<file path="src/rtl/biriscv_ram_arbiter.sv">
// Shares one single-ported RAM between instruction fetch (read-only) and data (read/write).
// Data has fixed priority; a starvation counter guarantees fetch forward progress.
module biriscv_ram_arbiter #(
    parameter int unsigned ADDR_WIDTH   = 20,
    parameter int unsigned DATA_WIDTH   = 32,
    parameter int unsigned STARVE_LIMIT = 4
) (
    input  logic                      clk_i,
    input  logic                      rst_i,

    input  logic                      ifetch_req_i,
    input  logic [ADDR_WIDTH-1:0]     ifetch_addr_i,
    input  logic                      ifetch_flush_i,
    output logic                      ifetch_accept_o,
    output logic                      ifetch_valid_o,
    output logic [DATA_WIDTH-1:0]     ifetch_rdata_o,

    input  logic                      dmem_req_i,
    input  logic                      dmem_we_i,
    input  logic [ADDR_WIDTH-1:0]     dmem_addr_i,
    input  logic [DATA_WIDTH-1:0]     dmem_wdata_i,
    input  logic [DATA_WIDTH/8-1:0]   dmem_wstrb_i,
    output logic                      dmem_accept_o,
    output logic                      dmem_ack_o,
    output logic [DATA_WIDTH-1:0]     dmem_rdata_o,

    output logic                      ram_req_o,
    output logic                      ram_we_o,
    output logic [ADDR_WIDTH-1:0]     ram_addr_o,
    output logic [DATA_WIDTH-1:0]     ram_wdata_o,
    output logic [DATA_WIDTH/8-1:0]   ram_wstrb_o,
    input  logic [DATA_WIDTH-1:0]     ram_rdata_i
);

    localparam int unsigned STRB_W = DATA_WIDTH / 8;
    localparam int unsigned CNT_W  = $clog2(STARVE_LIMIT + 1);
    localparam logic [CNT_W-1:0] CNT_MAX = CNT_W'(STARVE_LIMIT);

    logic [CNT_W-1:0] starve_cnt;
    logic [CNT_W-1:0] starve_cnt_nxt;
    logic             resp_if;
    logic             resp_d;
    logic             starved;
    logic             grant_if;
    logic             grant_d;

    // Grant decision and starvation counter update
    always_comb begin
        starved        = (starve_cnt == CNT_MAX);
        grant_if       = 1'b0;
        grant_d        = 1'b0;
        starve_cnt_nxt = starve_cnt;

        if (!rst_i) begin
            grant_if = ifetch_req_i & (~dmem_req_i | starved);
            grant_d  = dmem_req_i & ~grant_if;
        end

        if (grant_if || !ifetch_req_i) begin
            starve_cnt_nxt = '0;
        end else if (grant_d && !starved) begin
            starve_cnt_nxt = starve_cnt + CNT_W'(1);
        end
    end

    // RAM request mux; a fetch grant never writes
    always_comb begin
        ram_req_o   = grant_if | grant_d;
        ram_we_o    = dmem_we_i;
        ram_addr_o  = dmem_addr_i;
        ram_wdata_o = dmem_wdata_i;
        ram_wstrb_o = dmem_wstrb_i;
        if (grant_if) begin
            ram_we_o    = 1'b0;
            ram_addr_o  = ifetch_addr_i;
            ram_wstrb_o = STRB_W'(0);
        end
    end

    // Response ownership for the one-cycle read latency; reset drops anything in flight
    always_ff @(posedge clk_i or posedge rst_i) begin
        if (rst_i) begin
            resp_if    <= 1'b0;
            resp_d     <= 1'b0;
            starve_cnt <= '0;
        end else begin
            resp_if    <= grant_if;
            resp_d     <= grant_d;
            starve_cnt <= starve_cnt_nxt;
        end
    end

    assign ifetch_accept_o = grant_if;
    assign dmem_accept_o   = grant_d;
    assign ifetch_valid_o  = resp_if & ~ifetch_flush_i;
    assign dmem_ack_o      = resp_d;
    assign ifetch_rdata_o  = ram_rdata_i;
    assign dmem_rdata_o    = ram_rdata_i;

endmodule

</file>
<file path="config.mk">
export PLATFORM = sky130hd
export DESIGN_NAME = biriscv_ram_arbiter
export DESIGN_NICKNAME = d
export VERILOG_FILES = /design/src/rtl/biriscv_ram_arbiter.sv
export SDC_FILE = /design/constraint.sdc
export NUM_CORES = 1
export LEC_CHECK = 0
export CAP_MARGIN = 20
export CORE_AREA = 2 2 94 96
export DETAILED_ROUTE_END_ITERATION = 16
export DIE_AREA = 0 0 96 98
export SYNTH_ARGS = -nofsm -noshare
export SYNTH_HDL_FRONTEND = slang
export SYNTH_SLANG_ARGS = --single-unit
</file>
<file path="constraint.sdc">
create_clock -name clk_i -period 2.6 [get_ports clk_i]
set_clock_uncertainty 0.2 [all_clocks]
set_input_delay 0.26 -clock clk_i [delete_from_list [all_inputs] [get_ports clk_i]]
set_output_delay 0.26 -clock clk_i [all_outputs]
set_load 0.005 [all_outputs]
</file>
==> metrics.yaml <==
placement:
  io_buffers: 79
  gp_congestion: 0.675
  dp_hpwl_um: 2780
  dp.cells: 243
sta:
  grt_setup_unrepaired: "false"
  slew_violations: 0
  relSlewSlack_pct: 84.0
  finalHoldViolations: 0
  fmax_mhz: 400
  fin_crit_ps: 2500
  min_period_over_period_pct: 96.1
  setup_viol: 0
  finalSetupTns_ps: 0
  worstMarginPinSlew_ps: 240
synthesis:
  syn_inst: 150
  synthTopCellsByArea: "buf_4 56%, mux2_2 18%, dfrtp_1 9.8%"
  yosysWarnings: 0
  ys_types: 19
  yosys.area.top_type: "buf_4"
  yosysSeqAreaShare_pct: 9.76
  synth_seq_cells: 5
  synth_top_area_share_pct: 56.2
  synth_area_per_cell_um2: 8.55
  syn_area_um2: 1280
  syn_nets: 266
critical_path:
  cp-start-kind: "register"
  crit_chain: "inv_2 > ha_4 > a21boi_4 > nor3b_4 > buf_6 > buf_4 > buf_12 > mux2_2 > dlygate4sd2_1"
  crit_required_ps: 2140
  crit_family: "buffers and inverters"
  path_max_fanout: 6
  critPathMaxStageDelay_ps: 380
  cp.buffers_inverters: 5
  cp_slowest_cell: "dfrtp_1"
  worstPathArrival_ps: 2040
  path_class: "register to output port"
  cp-end-kind: "output port"
die:
  fp.dieW_um: 96
  die-area_um2: 9410
  dieHeight_um: 98
  initial_utilization_pct: 15.1
  fp-row-count: 34
  io_pins: 240
  core_region_area_um2: 8470
clock_network:
  cts_root_buf: "clkbuf_8"
  cts_tree: "done"
  htreeDepth: 1
  clk_pin_slew_ps: 40
  clkLatencyLatePin_ps: 220
  clock_sinks: 5
  postCtsHoldBufs: 0
  clock_path_buffers: 2
  cts_made_buffers: 3
drt:
  route.detailed.drc: 0
  first_pass_iters: 4
  antenna_left: 0
  wl_per_cell_um: 13.3
  num_vias: 859
  routed_wirelength_um: 3400
  routed_via_density: 3.37
  drt_iter0_markers: 9
finish:
  num_antenna_cells: 0
  syn_to_final_growth_pct: 27.4
  fin_nets: 264
  final_cell_mix: "53 x clkdlybuf4s50_1, 20 x mux2_2, 20 x dlygate4sd2_1, 8 x buf_4, 6 x nor2b_1"
  drive_gt1_share_pct: 31.3
  layout_commonest_cell: "clkdlybuf4s50_1"
  stdcell_count: 255
power:
  power_uw: 422
  powerDensity_nw_per_um2: 258
  power_leakage_uw: 0.000672
  ir_drop_mv: 0.103
grt:
  track_usage_pct: 7.02
  grt_pass1_vias: 916
  gr-total-overflow: 0
  grt_max_degree: 12
  grt_pass1_wl_um: 4840
  antenna_found_initial: 0
flow_run:
  drv_cap: 0
run_status:
  outcome: "finished clean"
hold_path:
  hp-class: "primary input to register"
[report_power, final]
part	internal (uW)	leakage, uW	switching, uW
clock network	106	0.0000228	41.1
registers	80.8	0.0000676	1.13
logic	140	0.000582	53.1
[synthesized netlist by cell type, drive strengths merged]
cell	count
a211o	1
a21boi	4
a31oi	1
buf	98
dfrtp	5
ha	2
inv	3
mux2	20
nand2	2
nand2b	1
nand3	1
nor2	2
nor2b	6
nor3b	2
o21ai	1
or3b	1
[state kept, by name, indices dropped and copies added, names as in the netlist]
register    cells
starve_cnt      3
dmem_ack_o      1
resp_if         1
[what timing repair did]
item,in CTS,in global routing
setup buffers,5,1
gates cloned,2,0
resized for setup,36,7
pin swaps,1,1
endpoints found under the setup margin,25,16
[cells by family (layout without fill, tap and decap cells)]
kind of cell,count (synthesis),in the layout,share of synthesized area [%]
muxes,20,20,17.6
adders and majority gates,2,2,1.95
DFF,5,5,9.76
AOI/OAI and AO/OA,7,7,4.19
buffers and inverters,101,98,58.8
and+or+nand+nor,15,15,7.71
[stage by stage]
step / worst slack [ps] / instance area, um2 / util, % / hold WS (ps)
3_5_place_dp: 17.7 / 1510 / 17.8 / 320
5_1_grt: 7.49 / 1630 / 19.3 / 225
3_3_place_gp: 16.6 / 1510 / 17.8 / 320
6_report: 102 / 1630 / 19.3 / 215
4_1_cts: 31.4 / 1650 / 19.5 / 320
2_1_floorplan: 524 / 1280 / - / -153
[layout make-up]
cell class                 instances  area [um2]
fill                             944        6830
timing repair buffer              91         895
multi-input combinational         44         423
tap                              108         135
clock buffer                       4        45.0
inverter                           3        11.3
sequential                         5         125
[worst paths after layout]
path                       slack [ps]           from  cells after the start        endpoint
setup / recovery                  100  starve_cnt[1]                      9  ram_addr_o[15]
min in group asynchronous         320          rst_i                      3   starve_cnt[1]
hold reg to reg                   430  starve_cnt[2]                      1      dmem_ack_o
setup reg to reg                 1040  starve_cnt[1]                      7         resp_if
max in group asynchronous        1690          rst_i                      3   starve_cnt[2]
hold / removal                    220   ifetch_req_i                      2   starve_cnt[1]
[worst reg2reg max path: cells and delay by family, from the launching register on]
family,cells,cell delay (ps)
AO/OA/AOI/OAI,1,180
adder cells (fa/ha/maj),1,160
buffers and inverters,4,470
flip-flops,1,360
AND/OR/NAND/NOR,1,60
[routing by layer]
layer	GRT usage [%]	vias up	wire length (um)
met1	6.21	388	1010
met4	4.29	0	130
met5	0	-	0
met3	3.70	16	428
li1	-	378	-
met2	12.2	77	1840
Note: power is estimated with default switching activity, not from simulation.
